--- src/rtl/fp_result_packer_if.sv ---
// Handshake and status bundle between the FPU result packer and its neighbours.
// The master side is the arithmetic unit plus writeback; the slave side is the packer.
interface fp_result_packer_if #(
  parameter int TAG_W = 5,
  parameter int CNT_W = 16
);
  logic             in_valid;
  logic             in_ready;
  logic [65:0]      in_data;
  logic             in_sp_dp;
  logic [3:0]       in_flags;
  logic [TAG_W-1:0] in_tag;

  logic             out_valid;
  logic             out_ready;
  logic [63:0]      out_data;
  logic [3:0]       out_flags;
  logic [TAG_W-1:0] out_tag;

  logic [3:0]       fflags;
  logic             fflags_clr;
  logic [CNT_W-1:0] retire_cnt;

  modport master (
    output in_valid, in_data, in_sp_dp, in_flags, in_tag, out_ready, fflags_clr,
    input  in_ready, out_valid, out_data, out_flags, out_tag, fflags, retire_cnt
  );

  modport slave (
    input  in_valid, in_data, in_sp_dp, in_flags, in_tag, out_ready, fflags_clr,
    output in_ready, out_valid, out_data, out_flags, out_tag, fflags, retire_cnt
  );
endinterface

--- src/rtl/fp_result_packer.sv ---
// Converts FloPoCo-format FPU results to IEEE binary64/binary32 (NaN-boxed) in a
// two-stage valid/ready pipeline, and keeps sticky FFLAGS and a retired-result count.
module fp_result_packer #(
  parameter int TAG_W = 5,
  parameter int CNT_W = 16
) (
  input logic               i_clk,
  input logic               i_rst,
  fp_result_packer_if.slave io_bus
);

  typedef enum logic [2:0] {
    C_ZERO, C_NORM, C_UFLOW, C_OFLOW, C_INF, C_NAN
  } class_e;

  logic             w_adv1, w_adv2, w_fire_out;
  logic [1:0]       w_exc;
  logic             w_sign;
  logic [10:0]      w_exp;
  logic [51:0]      w_frac;
  logic             w_exp_max;
  class_e           w_class;

  logic             r_s1_v;
  class_e           r_s1_class;
  logic             r_s1_sp;
  logic             r_s1_sign;
  logic [10:0]      r_s1_exp;
  logic [51:0]      r_s1_frac;
  logic [3:0]       r_s1_flags;
  logic [TAG_W-1:0] r_s1_tag;

  logic [31:0]      w_sp32;
  logic [63:0]      w_dp64;
  logic [63:0]      w_pack_data;
  logic [3:0]       w_pack_flags;

  logic             r_s2_v;
  logic [63:0]      r_s2_data;
  logic [3:0]       r_s2_flags;
  logic [TAG_W-1:0] r_s2_tag;
  logic [3:0]       r_fflags;
  logic [CNT_W-1:0] r_cnt;

  assign w_adv2     = !r_s2_v || io_bus.out_ready;
  assign w_adv1     = !r_s1_v || w_adv2;
  assign w_fire_out = r_s2_v && io_bus.out_ready;

  // Field extraction and classification of the incoming result.
  // NOTE: every signal assigned in always_comb gets a default first so no latch is inferred.
  always_comb begin
    w_exc     = io_bus.in_sp_dp ? io_bus.in_data[33:32] : io_bus.in_data[65:64];
    w_sign    = io_bus.in_sp_dp ? io_bus.in_data[31]    : io_bus.in_data[63];
    w_exp     = io_bus.in_sp_dp ? {3'b000, io_bus.in_data[30:23]} : io_bus.in_data[62:52];
    w_frac    = io_bus.in_sp_dp ? {29'd0, io_bus.in_data[22:0]}   : io_bus.in_data[51:0];
    w_exp_max = io_bus.in_sp_dp ? (io_bus.in_data[30:23] == 8'hFF)
                                : (io_bus.in_data[62:52] == 11'h7FF);
    w_class   = C_NAN;
    unique case (w_exc)
      2'b00: w_class = C_ZERO;
      2'b01: begin
        if (w_exp == 11'd0)  w_class = C_UFLOW;
        else if (w_exp_max)  w_class = C_OFLOW;
        else                 w_class = C_NORM;
      end
      2'b10: w_class = C_INF;
      2'b11: w_class = C_NAN;
    endcase
  end

  always_comb begin
    w_sp32       = {r_s1_sign, 31'd0};
    w_dp64       = {r_s1_sign, 63'd0};
    w_pack_flags = r_s1_flags;
    unique case (r_s1_class)
      C_ZERO: ;
      C_UFLOW: w_pack_flags = r_s1_flags | 4'b0011;
      C_NORM: begin
        w_sp32 = {r_s1_sign, r_s1_exp[7:0], r_s1_frac[22:0]};
        w_dp64 = {r_s1_sign, r_s1_exp, r_s1_frac};
      end
      C_OFLOW, C_INF: begin
        w_sp32 = {r_s1_sign, 8'hFF, 23'd0};
        w_dp64 = {r_s1_sign, 11'h7FF, 52'd0};
        if (r_s1_class == C_OFLOW) w_pack_flags = r_s1_flags | 4'b0101;
      end
      C_NAN: begin
        w_sp32 = 32'h7FC0_0000;
        w_dp64 = 64'h7FF8_0000_0000_0000;
      end
      default: ;
    endcase
    w_pack_data = r_s1_sp ? {32'hFFFF_FFFF, w_sp32} : w_dp64;
  end

  // NOTE: sequential state uses non-blocking assignments so every register samples pre-edge values.
  always_ff @(posedge i_clk) begin
    if (i_rst) begin
      r_s1_v     <= 1'b0;
      r_s2_v     <= 1'b0;
      r_s2_data  <= '0;
      r_s2_flags <= '0;
      r_s2_tag   <= '0;
      r_fflags   <= '0;
      r_cnt      <= '0;
    end else begin
      if (w_adv1) r_s1_v <= io_bus.in_valid;
      if (w_adv2) begin
        r_s2_v <= r_s1_v;
        if (r_s1_v) begin
          r_s2_data  <= w_pack_data;
          r_s2_flags <= w_pack_flags;
          r_s2_tag   <= r_s1_tag;
        end
      end
      // A retire in the same cycle as a clear still leaves its own flags behind.
      if (w_fire_out) begin
        r_fflags <= (io_bus.fflags_clr ? 4'b0000 : r_fflags) | r_s2_flags;
        r_cnt    <= r_cnt + CNT_W'(1);
      end else if (io_bus.fflags_clr) begin
        r_fflags <= '0;
      end
    end
  end

  // NOTE: the S1 payload is qualified by r_s1_v, so it is deliberately left without a reset.
  always_ff @(posedge i_clk) begin
    if (w_adv1 && io_bus.in_valid) begin
      r_s1_class <= w_class;
      r_s1_sp    <= io_bus.in_sp_dp;
      r_s1_sign  <= w_sign;
      r_s1_exp   <= w_exp;
      r_s1_frac  <= w_frac;
      r_s1_flags <= io_bus.in_flags;
      r_s1_tag   <= io_bus.in_tag;
    end
  end

  assign io_bus.in_ready   = w_adv1;
  assign io_bus.out_valid  = r_s2_v;
  assign io_bus.out_data   = r_s2_data;
  assign io_bus.out_flags  = r_s2_flags;
  assign io_bus.out_tag    = r_s2_tag;
  assign io_bus.fflags     = r_fflags;
  assign io_bus.retire_cnt = r_cnt;

endmodule

--- src/flat_wrapper.sv ---
// flat-port wrapper written by rule: the top's interface ports become plain ports
module fp_result_packer_flat 
#(
  parameter int TAG_W = 5,
  parameter int CNT_W = 16
)
  (i_clk, i_rst, io_bus_in_valid, io_bus_in_data, io_bus_in_sp_dp, io_bus_in_flags, io_bus_in_tag, io_bus_out_ready, io_bus_fflags_clr, io_bus_in_ready, io_bus_out_valid, io_bus_out_data, io_bus_out_flags, io_bus_out_tag, io_bus_fflags, io_bus_retire_cnt);
  fp_result_packer_if #(.TAG_W(TAG_W), .CNT_W(CNT_W)) io_bus_i ();
  input logic i_clk;
  input logic i_rst;
  input wire logic [$bits(io_bus_i.in_valid)-1:0] io_bus_in_valid;
  input wire logic [$bits(io_bus_i.in_data)-1:0] io_bus_in_data;
  input wire logic [$bits(io_bus_i.in_sp_dp)-1:0] io_bus_in_sp_dp;
  input wire logic [$bits(io_bus_i.in_flags)-1:0] io_bus_in_flags;
  input wire logic [$bits(io_bus_i.in_tag)-1:0] io_bus_in_tag;
  input wire logic [$bits(io_bus_i.out_ready)-1:0] io_bus_out_ready;
  input wire logic [$bits(io_bus_i.fflags_clr)-1:0] io_bus_fflags_clr;
  output wire logic [$bits(io_bus_i.in_ready)-1:0] io_bus_in_ready;
  output wire logic [$bits(io_bus_i.out_valid)-1:0] io_bus_out_valid;
  output wire logic [$bits(io_bus_i.out_data)-1:0] io_bus_out_data;
  output wire logic [$bits(io_bus_i.out_flags)-1:0] io_bus_out_flags;
  output wire logic [$bits(io_bus_i.out_tag)-1:0] io_bus_out_tag;
  output wire logic [$bits(io_bus_i.fflags)-1:0] io_bus_fflags;
  output wire logic [$bits(io_bus_i.retire_cnt)-1:0] io_bus_retire_cnt;
  assign io_bus_i.in_valid = io_bus_in_valid;
  assign io_bus_i.in_data = io_bus_in_data;
  assign io_bus_i.in_sp_dp = io_bus_in_sp_dp;
  assign io_bus_i.in_flags = io_bus_in_flags;
  assign io_bus_i.in_tag = io_bus_in_tag;
  assign io_bus_i.out_ready = io_bus_out_ready;
  assign io_bus_i.fflags_clr = io_bus_fflags_clr;
  assign io_bus_in_ready = io_bus_i.in_ready;
  assign io_bus_out_valid = io_bus_i.out_valid;
  assign io_bus_out_data = io_bus_i.out_data;
  assign io_bus_out_flags = io_bus_i.out_flags;
  assign io_bus_out_tag = io_bus_i.out_tag;
  assign io_bus_fflags = io_bus_i.fflags;
  assign io_bus_retire_cnt = io_bus_i.retire_cnt;
  fp_result_packer #(.TAG_W(TAG_W), .CNT_W(CNT_W)) u_core (.i_clk(i_clk), .i_rst(i_rst), .io_bus(io_bus_i));
endmodule
--- config.mk ---
export PLATFORM = sky130hd
export DESIGN_NAME = fp_result_packer_flat
export DESIGN_NICKNAME = d
export VERILOG_FILES = /design/src/rtl/fp_result_packer_if.sv /design/src/rtl/fp_result_packer.sv /design/src/flat_wrapper.sv
export SDC_FILE = /design/constraint.sdc
export NUM_CORES = 1
export LEC_CHECK = 0
export BUFFER_PORTS_ARGS = -buffer_cell sky130_fd_sc_hd__buf_2
export CELL_PAD_IN_SITES_DETAIL_PLACEMENT = 0
export CELL_PAD_IN_SITES_GLOBAL_PLACEMENT = 1
export CORE_MARGIN = 1
export CORE_UTILIZATION = 42
export CTS_BUF_LIST = sky130_fd_sc_hd__clkbuf_4 sky130_fd_sc_hd__clkbuf_8
export CTS_CLUSTER_SIZE = 10
export DETAILED_ROUTE_END_ITERATION = 7
export PLACE_DENSITY_LB_ADDON = 0.1
export SLEW_MARGIN = 20
export SYNTH_ARGS = -nofsm -noshare
export SYNTH_HDL_FRONTEND = slang
export SYNTH_SLANG_ARGS = --single-unit
--- constraint.sdc ---
create_clock -name i_clk -period 3.7 [get_ports i_clk]
set_clock_uncertainty 0.05 [all_clocks]
set_input_delay 0.37 -clock i_clk [delete_from_list [all_inputs] [get_ports i_clk]]
set_output_delay 0.37 -clock i_clk [all_outputs]
set_load 0.03 [all_outputs]
==> metrics.txt, run 1 <==
Post-synth ARST share=0%; ANT nets after route=0; R2R Setup Slk=1.41 ns; number of antenna repair diodes=0; Fin Hold WS=roughly 0.048 ns; clock latency on the worst-skew pair=between 0.4 and 0.5 ns; Post-Syn Area=roughly 0.0065 mm^2; share of total power in the clock network=roughly 33%; #FFs+latches synth=between 150 and 200; Max FO, Critical Path=23; Max Fclk=about 0.44 GHz; core area=roughly 0.015 mm^2; RD Place Congestion=~0.8; row count=45; switching share of power=around a quarter; Routed WL=between 10000 and 15000 um; FILL cells=around 1400; pwr/cell area=a little under 500 mW/mm^2; routed len/inst=between 15 and 20 um; Clock Sinks=~170; Via density=just over 5; average cell area after synthesis=about 11 um^2; Synth cell types=42; Yosys warning total=0; slowest library cell on the worst path=and3_1; slew at the pin closest to its max-slew limit=1.048 ns; IO Port Bufs=between 150 and 200; Post-Syn Instances=a little under 600; Die Span Y=approximately 130 um; Psw=slightly below 1 mW; H-tree Lvls=4; CP Buf/Inv Count=1; synthesis-to-finish area growth=21.44%; initial antenna violation count=1; TritonCTS Buffers=17; Sum Neg Setup Slack=0 ns; vias in the first global route=between 4000 and 5000; clock root buffer master=clkbuf_8; Seq/Total Area, Yosys=approximately two thirds; worst setup path startpoint=u_core.r_s1_class[1]; via count=4800; crit start category=flop; RSZ-0062 raised after global routing=false; post-synth net total=661; final setup violation count=0; Comb pwr share=10.3%; Clock Path Buffers=2; post-DP HPWL=roughly 10000 um; GR Util All Layers=19.74%; Arrival @ worst endpoint=between 2 and 3 ns; crit-path cells=nor3b_2 > buf_4 > and3_1 > a22oi_1 > nor2_1; number of synthesized flops with an enable pin=77; 1st-pass router iterations=4; RR Startpoint=u_core.r_s1_class[1]; Req. time, crit path=between 4 and 5 ns; Top FF cell, synth=dfxtp_1; Final Max Tran Viols=0; first-pass GRT wire length=about 24000 um; register area=0.004214 mm^2; Starting DRT DRC Count=350; footprint of the multi-input gates=approximately 0.0021 mm^2; worst stage delay on the critical path=about 0.79 ns; FF-to-FF path depth=5; Hold Path Cell Cnt=1; largest net degree at the start of global routing=100; die area=0.01594 mm^2; P_leak=3.257 nW; Nets=between 800 and 900; register share of total power=56.2%; post-layout minimum cycle time=between 2 and 2.5 ns; share of layout cells above drive strength 1=between 30 and 40%; FF-to-FF End=u_core.io_bus.out_data[11]; internal power=about 2.8 mW; CP Capture Type=flop; Clk pin slew, worst setup/hold paths=approximately 0.090 ns; IO Count=around 180; outcome=complete, no violations; Worst slew margin=30.14%; critical path type=flop to flop; maximum VDD drop=about 0.25 mV; grt total ovfl=0; worst hold start=io_bus_in_flags[0]; max-cap viol count=0; CTS tree=built; cell family with most CP delay=simple AND/OR/NAND/NOR gates; Hold WC Path Type=primary input to flop; crit share post-route=around 62%; Hold Vio Cnt, Final=0; die width=approximately 130 um; DRC Markers=0; WHS Endpoint=u_core.r_s1_flags[0]; initial core utilization=between 40% and 50%
[metrics by stage]
step           worst slack, ns  power (mW)  instances  cell area [um^2]  utilization (%)
4_1_cts                  1.411       3.841        939              7865            51.93
3_3_place_gp             1.442       2.567        907              7478            49.38
6_report                 1.414       3.799        940              7875            52.00
5_1_grt                  1.139       3.972        940              7875            52.00
3_5_place_dp             1.384       2.577        907              7478            49.38
2_1_floorplan           0.4564       2.425        579              6485                -
[cell families (layout without fill, tap and decap cells)]
| kind of cell | after synthesis | in the layout | share of synthesized area [%] |
|---|---|---|---|
| AO/OA/AOI/OAI | 102 | 102 | 9.879 |
| XOR/XNOR | 10 | 10 | 1.351 |
| adder cells (fa/ha/maj) | 1 | 1 | 0.1929 |
| buffers and inverters | 47 | 220 | 2.933 |
| flip-flops | 172 | 172 | 64.98 |
| multiplexers | 16 | 16 | 2.740 |
| AND/OR/NAND/NOR | 231 | 231 | 17.92 |
[sequential cells by signal (all words and copies together), names as in the netlist]
name / cells
u_core.r_s1_frac: 52
u_core.io_bus.out_valid: 1
u_core.r_s1_tag: 5
u_core.io_bus.out_flags: 4
u_core.r_s1_sign: 1
u_core.r_s1_flags: 4
u_core.io_bus.fflags: 4
u_core.io_bus.out_tag: 5
u_core.r_s1_class: 3
u_core.r_s1_v: 1
u_core.r_s1_sp: 1
u_core.r_s1_exp: 11
u_core.io_bus.out_data: 64
u_core.io_bus.retire_cnt: 16
[how the worst max path moves through the flow]
stage          slack, ns  cells after the start                          to
2_1_floorplan       0.46                      3        u_core.r_s1_class[0]
3_3_place_gp        1.44                      5        u_core.r_s1_class[0]
3_5_place_dp        1.38                      5        u_core.r_s1_class[0]
4_1_cts             1.41                      5   u_core.io_bus.out_data[3]
5_1_grt             1.14                      5  u_core.io_bus.out_data[11]
6_report            1.41                      5  u_core.io_bus.out_data[11]
[synthesized netlist by cell type, types with 2 or more instances]
cell      count  area [um^2]
nand2_1      24        90.09
buf_2        11        55.05
edfxtp_1     77         2312
a22oi_1      23        172.7
a211oi_1      4        30.03
xor2_1        3        26.28
and2_1        3        18.77
clkbuf_1     25        93.84
a21boi_0      2        15.01
nor3_1       39        195.2
inv_1         8        30.03
nor4_1        6        37.54
nand4_1       5        31.28
mux2i_1       2        20.02
nor2_1       90        337.8
xnor2_1       7        61.31
nand2b_1      2        12.51
nor3b_2       2        25.02
mux2_2       13        146.4
and3_1        3        18.77
o22ai_1       9        56.30
a221oi_1      9        78.83
o21ai_0      11        55.05
dfxtp_1      95         1902
a21oi_1      41        205.2
nor2b_1      41        256.5
nand3_1       7        35.03
buf_1         3        11.26
[layout make-up]
| class | instances | share of cell area, % |
|---|---|---|
| tap | 188 | 2.987 |
| inverter | 8 | 0.3813 |
| clock inverter | 11 | 1.398 |
| timing repair buffer | 180 | 11.66 |
| sequential | 172 | 53.51 |
| clock buffer | 21 | 3.511 |
| multi-input combinational | 360 | 26.55 |
[cells in the final DEF (no fill, tap or decap), types with 2 or more instances in the layout]
cell type / Yosys / final
a211oi_1: 4 / 4
a21boi_0: 2 / 2
a21oi_1: 41 / 41
a221oi_1: 9 / 9
a22oi_1: 23 / 23
and2_1: 3 / 2
and3_1: 3 / 3
buf_2: 11 / 174
buf_4: 0 / 5
clkbuf_4: 0 / 2
clkbuf_8: 0 / 19
clkinv_4: 0 / 3
clkinvlp_4: 0 / 3
dfxtp_1: 95 / 95
edfxtp_1: 77 / 77
inv_1: 8 / 8
inv_6: 0 / 3
mux2_2: 13 / 13
mux2i_1: 2 / 2
nand2_1: 24 / 24
nand2b_1: 2 / 2
nand3_1: 7 / 7
nand4_1: 5 / 5
nor2_1: 90 / 89
nor2b_1: 41 / 41
nor3_1: 39 / 39
nor3b_2: 2 / 2
nor4_1: 6 / 6
o21ai_0: 11 / 11
o22ai_1: 9 / 9
xnor2_1: 7 / 7
xor2_1: 3 / 3
[power by group through the flow]
stage               Sequential [mW]  Combinational [mW]  Clock, mW
global placement               2.18               0.389          0
finish                         2.14               0.392       1.27
detailed placement             2.18               0.395          0
global route                   2.15               0.432       1.39
floorplan                      2.26               0.170          0
CTS                            2.14               0.397       1.31
[metal layers]
| layer | global-route usage, % | up-vias | part of all wire, % |
|---|---|---|---|
| met1 | 27.16 | 2258 | 48 |
| met2 | 30.52 | 147 | 45 |
| met5 | 0 | - | 0 |
| li1 | - | 2383 | - |
| met3 | 4.843 | 12 | 5.5 |
| met4 | 6.591 | 0 | 1.2 |
[what timing repair did]
| item | in CTS | in global routing |
|---|---|---|
| hold buffers | 0 | 1 |
| gates resized for setup | 0 | 0 |
| endpoints found under the hold margin | 0 | 1 |
| setup buffers | 0 | 0 |
| setup endpoints to repair | 0 | 0 |
[worst reg2reg max path, stage by stage (launching register included)]
cell and delay [ns]:
edfxtp_1 0.58, nor3b_2 0.23, buf_4 0.28, and3_1 0.80, a22oi_1 0.15, nor2_1 0.15
(Power assumes the default switching activity.)
==> inputs of run 2 (changes only) <==
- clock period: 3.7 -> 2.33 ns (I/O delays scaled with it)
==> run 2 against run 1 <==
Routed wire length fell by 1.9%. Register-to-register slack got worse by 1.0 ns. First-iteration DRC count fell by 31%. Cell count rose by 4.6%. Worst setup slack got worse by 1.0 ns.
==> metrics.txt, run 2 (synthesized netlist as in run 1, its figures left out) <==
outcome=complete, no violations (unchanged); Sum Neg Setup Slack=0 ns (unchanged); 1st-pass router iterations=4 (unchanged); footprint of the multi-input gates=0.002091 mm^2 (unchanged); commonest non-fill, non-tap cell in the layout=buf_2 (unchanged); initial antenna violation count=0 (was 1); Max FO, Critical Path=12 (was 23); total stage count of the critical path=4 (was 5); post-DP HPWL=9977 um (was 10090 um); critical path type=flop to flop (unchanged); ANT nets after route=0 (unchanged); vias in the first global route=4653 (was 4623); IO Port Bufs=175 (unchanged); Hold WC Path Type=primary input to flop (unchanged); clock latency on the worst-skew pair=0.44 ns (was 0.45 ns); largest net degree at the start of global routing=78 (was 100); CP Capture Type=flop (unchanged); synthesis-to-finish area growth=29.04% (was 21.44%); post-layout minimum cycle time=1.965 ns (was 2.286 ns); R2R Setup Slk=0.37 ns (was 1.41 ns); DRC Markers=0 (unchanged); GR Util All Layers=18.86% (was 19.74%); RD Place Congestion=0.8165 (was 0.7870); CTS tree=built (unchanged); Area after DPL=0.007553 mm^2 (was 0.007478 mm^2); core area=0.01515 mm^2 (unchanged); Die Span Y=126.3 um (unchanged); Clk pin slew, worst setup/hold paths=0.09 ns (about the same); Routed WL=14600 um (was 14890 um); RSZ-0062 raised after global routing=false (unchanged); Req. time, crit path=2.59 ns (was 4.03 ns); FILL cells=1333 (was 1397); row count=45 (unchanged); die width=126.3 um (unchanged); register area=0.004214 mm^2 (unchanged); crit share post-route=84.33% (was 61.79%); hold buffer count at CTS=39 (was 0); Starting DRT DRC Count=240 (was 350); Hold Vio Cnt, Final=0 (unchanged); Gates resized, CTS repair=0 (unchanged); initial core utilization=42.82% (unchanged); Nets=864 (was 821); slew at the pin closest to its max-slew limit=0.9983 ns (was 1.048 ns); RR Startpoint=u_core.r_s1_sp (was u_core.r_s1_class[1]); Via density=4.970 (was 5.106); worst setup path startpoint=u_core.r_s1_sp (was u_core.r_s1_class[1]); crit-path cells=inv_1 > nand3_1 > nor3_1 > a211oi_1 (was nor3b_2 > buf_4 > and3_1 > a22oi_1 > nor2_1); share of layout cells above drive strength 1=29.81% (was 30.85%); routed len/inst=14.85 um (was 15.84 um); number of antenna repair diodes=0 (unchanged); TritonCTS Buffers=17 (unchanged); max-cap viol count=0 (unchanged); Clock Path Buffers=2 (unchanged); P_leak=3.476 nW (was 3.257 nW); FF-to-FF End=u_core.io_bus.out_data[62] (was u_core.io_bus.out_data[11]); FF-to-FF path depth=4 (was 5); Final Max Tran Viols=0 (unchanged); slowest library cell on the worst path=edfxtp_1 (was and3_1); Worst slew margin=33.45% (was 30.14%); via count=4886 (was 4800); IO Count=176 (unchanged); first-pass GRT wire length=23340 um (was 24300 um); pwr/cell area=750.7 mW/mm^2 (was 482.5 mW/mm^2); Largest register FFs=64 (unchanged); post-CTS setup buffers=0 (unchanged); Critical path destination=u_core.io_bus.out_data[62] (was u_core.io_bus.out_data[11]); Arrival @ worst endpoint=2.22 ns (was 2.62 ns); maximum VDD drop=0.3639 mV (was 0.2509 mV); worst stage delay on the critical path=0.58 ns (was 0.79 ns); grt total ovfl=0 (unchanged); H-tree Lvls=4 (unchanged); Hold Path Cell Cnt=2 (was 1); Clock Sinks=172 (unchanged); final setup violation count=0 (unchanged); die area=0.01594 mm^2 (unchanged); Max Fclk=0.5090 GHz (was 0.4374 GHz); crit start category=flop (unchanged); most frequent cells in the layout=buf_2 (174), dfxtp_1 (95), nor2_1 (89), edfxtp_1 (77) (unchanged); final core utilization=55.25% (was 52.00%); cell family with most CP delay=simple AND/OR/NAND/NOR gates (unchanged); Post-Layout Inst Area=0.008368 mm^2 (was 0.007875 mm^2); CP Buf/Inv Count=1 (unchanged); clock root buffer master=clkbuf_8 (unchanged)
run 2: changes by cell type in the layout (fill, tap and decap cells not counted), sizes merged:
cell,previous run,this run
dlygate4sd3,1,39
buf,179,184
clkbuf,21,18
bufinv,1,3
inv,11,13
clkinvlp,3,2
run 2: power breakdown:
group | total [mW] | switching, mW | internal (mW) | leakage (nW)
sequential | 3.39 | 0.0706 | 3.32 | 1.54
combinational | 0.688 | 0.427 | 0.261 | 1.72
clock | 2.21 | 1.11 | 1.10 | 0.211
run 2: how the worst min path moves through the flow:
stage                            start                    to
floorplan           io_bus_in_flags[0]  u_core.r_s1_flags[0]
global route        io_bus_in_data[35]  u_core.r_s1_frac[35]
CTS                 io_bus_in_data[44]  u_core.r_s1_frac[44]
detailed placement   io_bus_in_data[2]   u_core.r_s1_frac[2]
finish              io_bus_in_data[44]  u_core.r_s1_frac[44]
global placement     io_bus_in_data[2]   u_core.r_s1_frac[2]
run 2: stage by stage:
step                      setup slack [ns]  hold slack [ns]  cells  power, mW
after global placement              0.4265           0.3616    912      4.090
after detailed placement            0.4020           0.3620    912      4.098
after CTS                           0.3882        0.0006169    983      6.358
after floorplan                     0.3203           0.2819    579      3.848
final                               0.3652          0.03849    983      6.282
after global routing                0.1667         0.008186    983      6.556
run 2: layout make-up:
type,count,share of cell area [%]
clock buffers,18,2.886
clock inverters,14,2.183
inverters,8,0.3589
multi-input cells,360,24.99
flip-flops and latches,172,50.36
well taps,188,2.811
repair buffers,223,16.42
run 2: metal layers:
layer  wire length, um  global-route usage (%)  vias to the layer above  part of all wire, %
li1                  -                       -                     2471                    -
met1              7050                   25.71                     2245                   48
met2              6692                   29.54                      155                   46
met3               689                   4.248                       15                  4.7
met4               169                   6.733                        0                  1.2
met5                 0                       0                        -                    0
run 2: worst register-to-register path: cells and delay by family (launching register included):
kind,cells,cell delay [ns]
buf+inv,1,0.15
flops,1,0.58
compound gates,1,0.14
simple gates,2,0.91
